`config.mk`:
```
export PLATFORM = sky130hd
export DESIGN_NAME = auto_corner_detector
export DESIGN_NICKNAME = d
export VERILOG_FILES = /design/src/rtl/auto_corner_detector.sv
export SDC_FILE = /design/constraint.sdc
export NUM_CORES = 1
export LEC_CHECK = 0
export CORE_MARGIN = 1.5
export CORE_UTILIZATION = 55
export CTS_CLUSTER_SIZE = 16
export DETAILED_ROUTE_END_ITERATION = 8
export GPL_ROUTABILITY_DRIVEN = 0
export GPL_TIMING_DRIVEN = 0
export PLACE_DENSITY = 0.74
export SYNTH_ARGS = -nofsm -noshare
export SYNTH_HDL_FRONTEND = slang
export SYNTH_SLANG_ARGS = --single-unit
```
`constraint.sdc`:
```
create_clock -name clk -period 10.54 [get_ports clk]
set_clock_uncertainty 0.1 [all_clocks]
set_input_delay 1.054 -clock clk [delete_from_list [all_inputs] [get_ports clk]]
set_output_delay 1.054 -clock clk [all_outputs]
set_load 0.01 [all_outputs]
```
`src/rtl/auto_corner_detector.sv`:
```
// Purpose : raster-scans the frame buffer and reports the four extreme marker pixels as quad corners.
// Latency : done pulses at W*H+2 cycles after start acceptance (subsampled build: ceil(W/2)*ceil(H/2)+2).
// Backpressure: none; the frame buffer read port must return data exactly one cycle after pixel_addr.
//
// Ports:
//   clk, rst_n          clock, asynchronous active-low reset
//   start, threshold    one-cycle scan request (IDLE only); threshold latched on acceptance
//   pixel_addr          frame buffer read address (y*WIDTH+x), holds outside SCAN
//   pixel_data          read data, valid one cycle after pixel_addr
//   busy, done, found   scan in progress / one-cycle completion pulse / marker seen in last scan
//   corner_x, corner_y  packed {BL,BR,TR,TL}, TL in the LSBs
//
// Build option: define AUTO_CORNER_SUBSAMPLE_EN to scan only even columns and even rows.
module auto_corner_detector #(
    parameter int WIDTH      = 640,
    parameter int HEIGHT     = 480,
    parameter int X_BITS     = 10,
    parameter int Y_BITS     = 9,
    parameter int PIXEL_BITS = 8,
    parameter int ADDR_BITS  = 19
) (
    input  logic                    clk,
    input  logic                    rst_n,
    input  logic                    start,
    input  logic [PIXEL_BITS-1:0]   threshold,
    output logic [ADDR_BITS-1:0]    pixel_addr,
    input  logic [PIXEL_BITS-1:0]   pixel_data,
    output logic                    busy,
    output logic                    done,
    output logic                    found,
    output logic [4*X_BITS-1:0]     corner_x,
    output logic [4*Y_BITS-1:0]     corner_y
);

    localparam int S_BITS = ((X_BITS > Y_BITS) ? X_BITS : Y_BITS) + 2;

    localparam logic [1:0] ST_IDLE  = 2'd0;
    localparam logic [1:0] ST_SCAN  = 2'd1;
    localparam logic [1:0] ST_FLUSH = 2'd2;
    localparam logic [1:0] ST_DONE  = 2'd3;

`ifdef AUTO_CORNER_SUBSAMPLE_EN
    // Even columns/rows only; the row jump lands on the start of the next even row.
    localparam int X_STEP   = 2;
    localparam int X_LAST   = ((WIDTH - 1) / 2) * 2;
    localparam int Y_LAST   = ((HEIGHT - 1) / 2) * 2;
    localparam int ROW_STEP = 2 * WIDTH - X_LAST;
`else
    localparam int X_STEP   = 1;
    localparam int X_LAST   = WIDTH - 1;
    localparam int Y_LAST   = HEIGHT - 1;
    localparam int ROW_STEP = 1;
`endif

    localparam logic [X_BITS-1:0] X_ZERO   = '0;
    localparam logic [Y_BITS-1:0] Y_ZERO   = '0;
    localparam logic [X_BITS-1:0] X_MAXV   = X_BITS'(WIDTH - 1);
    localparam logic [Y_BITS-1:0] Y_MAXV   = Y_BITS'(HEIGHT - 1);
    localparam logic [X_BITS-1:0] X_LASTV  = X_BITS'(X_LAST);
    localparam logic [Y_BITS-1:0] Y_LASTV  = Y_BITS'(Y_LAST);

    // Corners reported when no marker is seen: {BL,BR,TR,TL}.
    localparam logic [3:0][X_BITS-1:0] FB_X = {X_ZERO, X_MAXV, X_MAXV, X_ZERO};
    localparam logic [3:0][Y_BITS-1:0] FB_Y = {Y_MAXV, Y_MAXV, Y_ZERO, Y_ZERO};

    logic [1:0]                 state;
    logic [PIXEL_BITS-1:0]      thr_q;
    logic [X_BITS-1:0]          x_cnt;
    logic [Y_BITS-1:0]          y_cnt;
    logic                       vld_d;
    logic [X_BITS-1:0]          x_d;
    logic [Y_BITS-1:0]          y_d;
    logic                       wfound;
    logic [3:0][X_BITS-1:0]     wx;
    logic [3:0][Y_BITS-1:0]     wy;

    logic                       hit;
    logic                       upd_found;
    logic [3:0][X_BITS-1:0]     upd_x;
    logic [3:0][Y_BITS-1:0]     upd_y;
    logic                       last_px;
    logic                       last_col;

    // Corner index: 0=TL (minimise), 1=TR, 2=BR, 3=BL (maximise).
    function automatic logic [S_BITS-1:0] score(input logic [1:0] k,
                                                input logic [X_BITS-1:0] x,
                                                input logic [Y_BITS-1:0] y);
        logic [S_BITS-1:0] sx;
        logic [S_BITS-1:0] sy;
        sx = S_BITS'(x);
        sy = S_BITS'(y);
        case (k)
            2'd0, 2'd2: score = sx + sy;
            2'd1:       score = sx + S_BITS'(HEIGHT - 1) - sy;
            default:    score = S_BITS'(WIDTH - 1) - sx + sy;
        endcase
    endfunction

    // Strict compare: an equal score never displaces the earlier raster pixel.
    function automatic logic better(input logic [1:0] k,
                                    input logic [X_BITS-1:0] xn, input logic [Y_BITS-1:0] yn,
                                    input logic [X_BITS-1:0] xo, input logic [Y_BITS-1:0] yo);
        if (k == 2'd0) better = score(k, xn, yn) < score(k, xo, yo);
        else           better = score(k, xn, yn) > score(k, xo, yo);
    endfunction

    assign hit      = vld_d && (pixel_data >= thr_q);
    assign last_col = (x_cnt == X_LASTV);
    assign last_px  = last_col && (y_cnt == Y_LASTV);
    assign busy     = (state != ST_IDLE);
    assign done     = (state == ST_DONE);

    always_comb begin
        upd_found = wfound;
        upd_x     = wx;
        upd_y     = wy;
        if (hit) begin
            upd_found = 1'b1;
            for (int k = 0; k < 4; k++) begin
                // First marker seeds every corner regardless of score.
                if (!wfound || better(2'(k), x_d, y_d, wx[k], wy[k])) begin
                    upd_x[k] = x_d;
                    upd_y[k] = y_d;
                end
            end
        end
    end

    always_ff @(posedge clk or negedge rst_n) begin
        if (!rst_n) begin
            state      <= ST_IDLE;
            thr_q      <= '0;
            x_cnt      <= '0;
            y_cnt      <= '0;
            pixel_addr <= '0;
            vld_d      <= 1'b0;
            x_d        <= '0;
            y_d        <= '0;
            wfound     <= 1'b0;
            wx         <= '0;
            wy         <= '0;
            found      <= 1'b0;
            corner_x   <= '0;
            corner_y   <= '0;
        end else begin
            // Coordinate travels alongside the registered read.
            vld_d <= (state == ST_SCAN);
            x_d   <= x_cnt;
            y_d   <= y_cnt;
            case (state)
                ST_IDLE: begin
                    if (start) begin
                        thr_q      <= threshold;
                        x_cnt      <= '0;
                        y_cnt      <= '0;
                        pixel_addr <= '0;
                        wfound     <= 1'b0;
                        // Seeding with the fallback corners makes the no-marker result fall out naturally.
                        wx         <= FB_X;
                        wy         <= FB_Y;
                        state      <= ST_SCAN;
                    end
                end
                ST_SCAN: begin
                    wfound <= upd_found;
                    wx     <= upd_x;
                    wy     <= upd_y;
                    if (last_px) begin
                        state <= ST_FLUSH;
                    end else if (last_col) begin
                        x_cnt      <= '0;
                        y_cnt      <= y_cnt + Y_BITS'(X_STEP);
                        pixel_addr <= pixel_addr + ADDR_BITS'(ROW_STEP);
                    end else begin
                        x_cnt      <= x_cnt + X_BITS'(X_STEP);
                        pixel_addr <= pixel_addr + ADDR_BITS'(X_STEP);
                    end
                end
                ST_FLUSH: begin
                    // Publish including the final pixel so results are valid alongside done.
                    wfound   <= upd_found;
                    wx       <= upd_x;
                    wy       <= upd_y;
                    found    <= upd_found;
                    corner_x <= upd_x;
                    corner_y <= upd_y;
                    state    <= ST_DONE;
                end
                default: begin
                    state <= ST_IDLE;
                end
            endcase
        end
    end

endmodule

```
==> impl_metrics.tcl <==
set metrics [dict create \
    area_growth_pct 17.3 \
    crit_family "compound AO/OA/AOI/OAI gates" \
    worstSetupStartpointType "flip-flop" \
    period_minus_slack_ns 7.20 \
    firstDrtPassIters 5 \
    cp-end-kind "flip-flop" \
    leakage_nw 7.25 \
    fin_nets 1863 \
    insertedDiodeCount 0 \
    fin_area_um2 16400 \
    drive_gt1_share_pct 5.44 \
    cp.depth 25 \
    coreArea_um2 25100 \
    power.share.clock_pct 20.0 \
    synth_edf_count 0 \
    post_cts.repair.setup_buffers 0 \
    synth_flop_cell "dfrtp_1" \
    arrival_ns 7.48 \
    clkSlewWorstSetupHoldPaths_ns 0.07 \
    intPower_w 0.00248 \
    row_count 58 \
    cp.required_ns 10.82 \
    combPwrFrac_pct 51.7 \
    p_sw_share_pct 43.0 \
    crit_top_cell "clkbuf_1" \
    synth_seq_area_share_pct 39.7 \
    slew_headroom_pct 11.2 \
    slowest_stage "clkbuf_1" \
    cts_tree "built" \
    status "finished clean" \
    setup_viol 0 \
    min_period_over_period_pct 68.3 \
    htreeDepth 1 \
    die_y_um 163 \
    vias 12300 \
    slowest_delay_ns 0.79 \
    max_freq_mhz 139 \
    grt_antenna_before_repair 0 \
    tightest_slew_ns 1.33 \
    io_pins 117 \
    hold_depth 0 \
    synth_cell_types 68 \
    post_dp_cell_area_um2 15600 \
    syn_area_um2 14000 \
    hold_path_class "flip-flop to flip-flop" \
    numCtsBuffers 25 \
    maxCapViolCount 0 \
    rsz0062_at_grt "no" \
    rr_worst_depth 25 \
    cts_resized 0 \
    crit_type "flip-flop to flip-flop" \
    syn_nets 1719 \
    syn_inst 1550 \
    die_width_um 163 \
    crit_fanout 10 \
    vdd_drop_max_mv 0.151 \
    p_seq_share_pct 28.3 \
    cts_root_buffer "clkbuf_16" \
    cts_sinks 222 \
    ys_ff_latch 222 \
    final-instance-count-excl-fill 2040 \
    hpwl_um 30300 \
    syn-mean-instance-area_um2 9.04 \
    grt.overflow.total 0 \
    clockBufferDepth 3 \
    start_util_pct 55.8 \
    p_switching_w 0.00187 \
    portBuffers 116 \
    clk_latency_ns 0.53 \
    postRouteAntennaNets 0 \
    path_buf_inv 5 \
    wl_per_cell_um 20.4 \
    synth-async-reset-ratio_pct 100 \
    grt_pass1_wl_um 65600 \
    grtUsageTotal_pct 32.1 \
    power_density_nw_per_um2 265 \
    grt_max_degree 120 \
    via_per_inst 6.02 \
    dp_cells 1997 \
    layout_commonest_cell "dfrtp_1" \
    yosysWarnings 0 \
    drc 0 \
    wirelength_um 41700 \
    grt_pass1_vias 12000 \
    cts_hold_buf 0 \
    hold_viol 0 \
    mostFrequentLayoutCells "dfrtp_1 (222), nor2_1 (165), a21oi_1 (151), ha_1 (144), nand2_1 (140)" \
    die-area_um2 26400 \
    maxSlewViolCount 0 \
    dr.first_iter.drc_count 1152 \
]
-- power by group through the flow --
stage          sequential, W  combinational [W]  clock [W]
6_report             0.00123            0.00225   0.000871
5_1_grt              0.00126            0.00247   0.000917
4_1_cts              0.00123            0.00222   0.000879
3_5_place_dp         0.00124            0.00220          0
3_3_place_gp         0.00123            0.00214          0
2_1_floorplan        0.00126            0.00136          0
-- routing by layer --
metal	share of wire, %	GRT usage [%]	up-vias
met5	0	0	-
met4	6.5	18.3	0
met3	8.6	5.37	141
met2	43	49.9	562
met1	41	42.8	5852
li1	-	-	5723
-- final timing paths --
check                              start     endpoint  slack, ns
worst max-delay path              x_d[2]       wx[19]       3.34
worst min-delay path            y_cnt[1]       y_d[1]       0.32
worst max register to register    x_d[2]       wx[19]       3.34
worst min register to register  y_cnt[1]       y_d[1]       0.32
max in group asynchronous          rst_n     x_cnt[2]       8.82
min in group asynchronous          rst_n  corner_x[4]       0.51
-- cells in the mapped netlist (all sizes together), types with 2 or more instances --
master | number | area [um^2]
a211oi | 6 | 62.6
a21boi | 4 | 30.0
a21o | 22 | 165
a21oi | 158 | 817
a22oi | 7 | 57.6
a2bb2oi | 8 | 70.1
a31o | 2 | 17.5
a31oi | 40 | 250
a32o | 4 | 40.0
and2 | 5 | 31.3
and3 | 12 | 75.1
and4 | 3 | 26.3
buf | 21 | 146
clkbuf | 66 | 248
dfrtp | 222 | 5560
fa | 6 | 120
ha | 144 | 1800
inv | 105 | 394
mux2 | 8 | 90.1
mux2i | 24 | 240
nand2 | 140 | 526
nand2b | 12 | 75.1
nand3 | 58 | 290
nand4 | 34 | 219
nor2 | 165 | 619
nor2b | 14 | 87.6
nor3 | 14 | 70.1
nor3b | 5 | 37.5
o2111ai | 5 | 43.8
o211ai | 6 | 45.0
o21a | 9 | 67.6
o21ai | 45 | 225
o21bai | 14 | 105
o221a | 4 | 45.0
o22a | 8 | 70.1
o22ai | 42 | 319
or2 | 2 | 12.5
or3 | 4 | 25.0
or4 | 5 | 41.3
xnor2 | 46 | 403
xor2 | 35 | 307
-- worst reg2reg max path, delay by kind of cell (launching register included) --
kind,cells,cell delay (ns)
buffers and inverters,5,1.85
AOI/OAI and AO/OA,11,2.53
xor gates and xnor gates,1,0.18
DFF,1,0.41
adders and majority gates,4,1.25
and+or+nand+nor,4,0.76
-- through the flow --
stage          power, W  utilization (%)  hold WS [ns]  setup WS (ns)  TNS (ns)
3_3_place_gp    0.00337             62.1         0.299          -1.00   -214.92
2_1_floorplan   0.00262                -         0.284           5.21         0
6_report        0.00436             65.4         0.321           3.34         0
5_1_grt         0.00465             65.4         0.332           2.99         0
4_1_cts         0.00433             65.4         0.320           3.51         0
3_5_place_dp    0.00345             62.2         0.304           3.55         0
-- final cells by class --
class                   instances  area [um^2]
well taps                     330          413
inverters                     106          398
plain buffers                  87          394
fillers                      2060         8680
clock buffers                  32          682
multi-input cells            1135         7660
clock inverters                11          136
flip-flops and latches        222         5560
repair buffers                117         1190
-- state kept, by name, summed over array words and instances, names as in the netlist --
name	cells
y_cnt	9
corner_x	40
vld_d	1
x_d	10
state	2
corner_y	36
pixel_addr	19
wy	36
wfound	1
found	1
y_d	9
wx	40
x_cnt	10
thr_q	8
-- cells by family (layout without fill, tap and decap cells) --
| family | Yosys count | count (layout) | share of synthesized area (%) |
|---|---|---|---|
| AO/OA/AOI/OAI | 394 | 394 | 18.0 |
| XOR/XNOR | 81 | 81 | 5.06 |
| adder cells (fa/ha/maj) | 151 | 151 | 13.8 |
| buffers and inverters | 193 | 353 | 5.65 |
| flip-flops | 222 | 222 | 39.7 |
| multiplexers | 32 | 32 | 2.36 |
| AND/OR/NAND/NOR | 477 | 477 | 15.5 |
No activity file was read; power rests on OpenSTA's default activity.
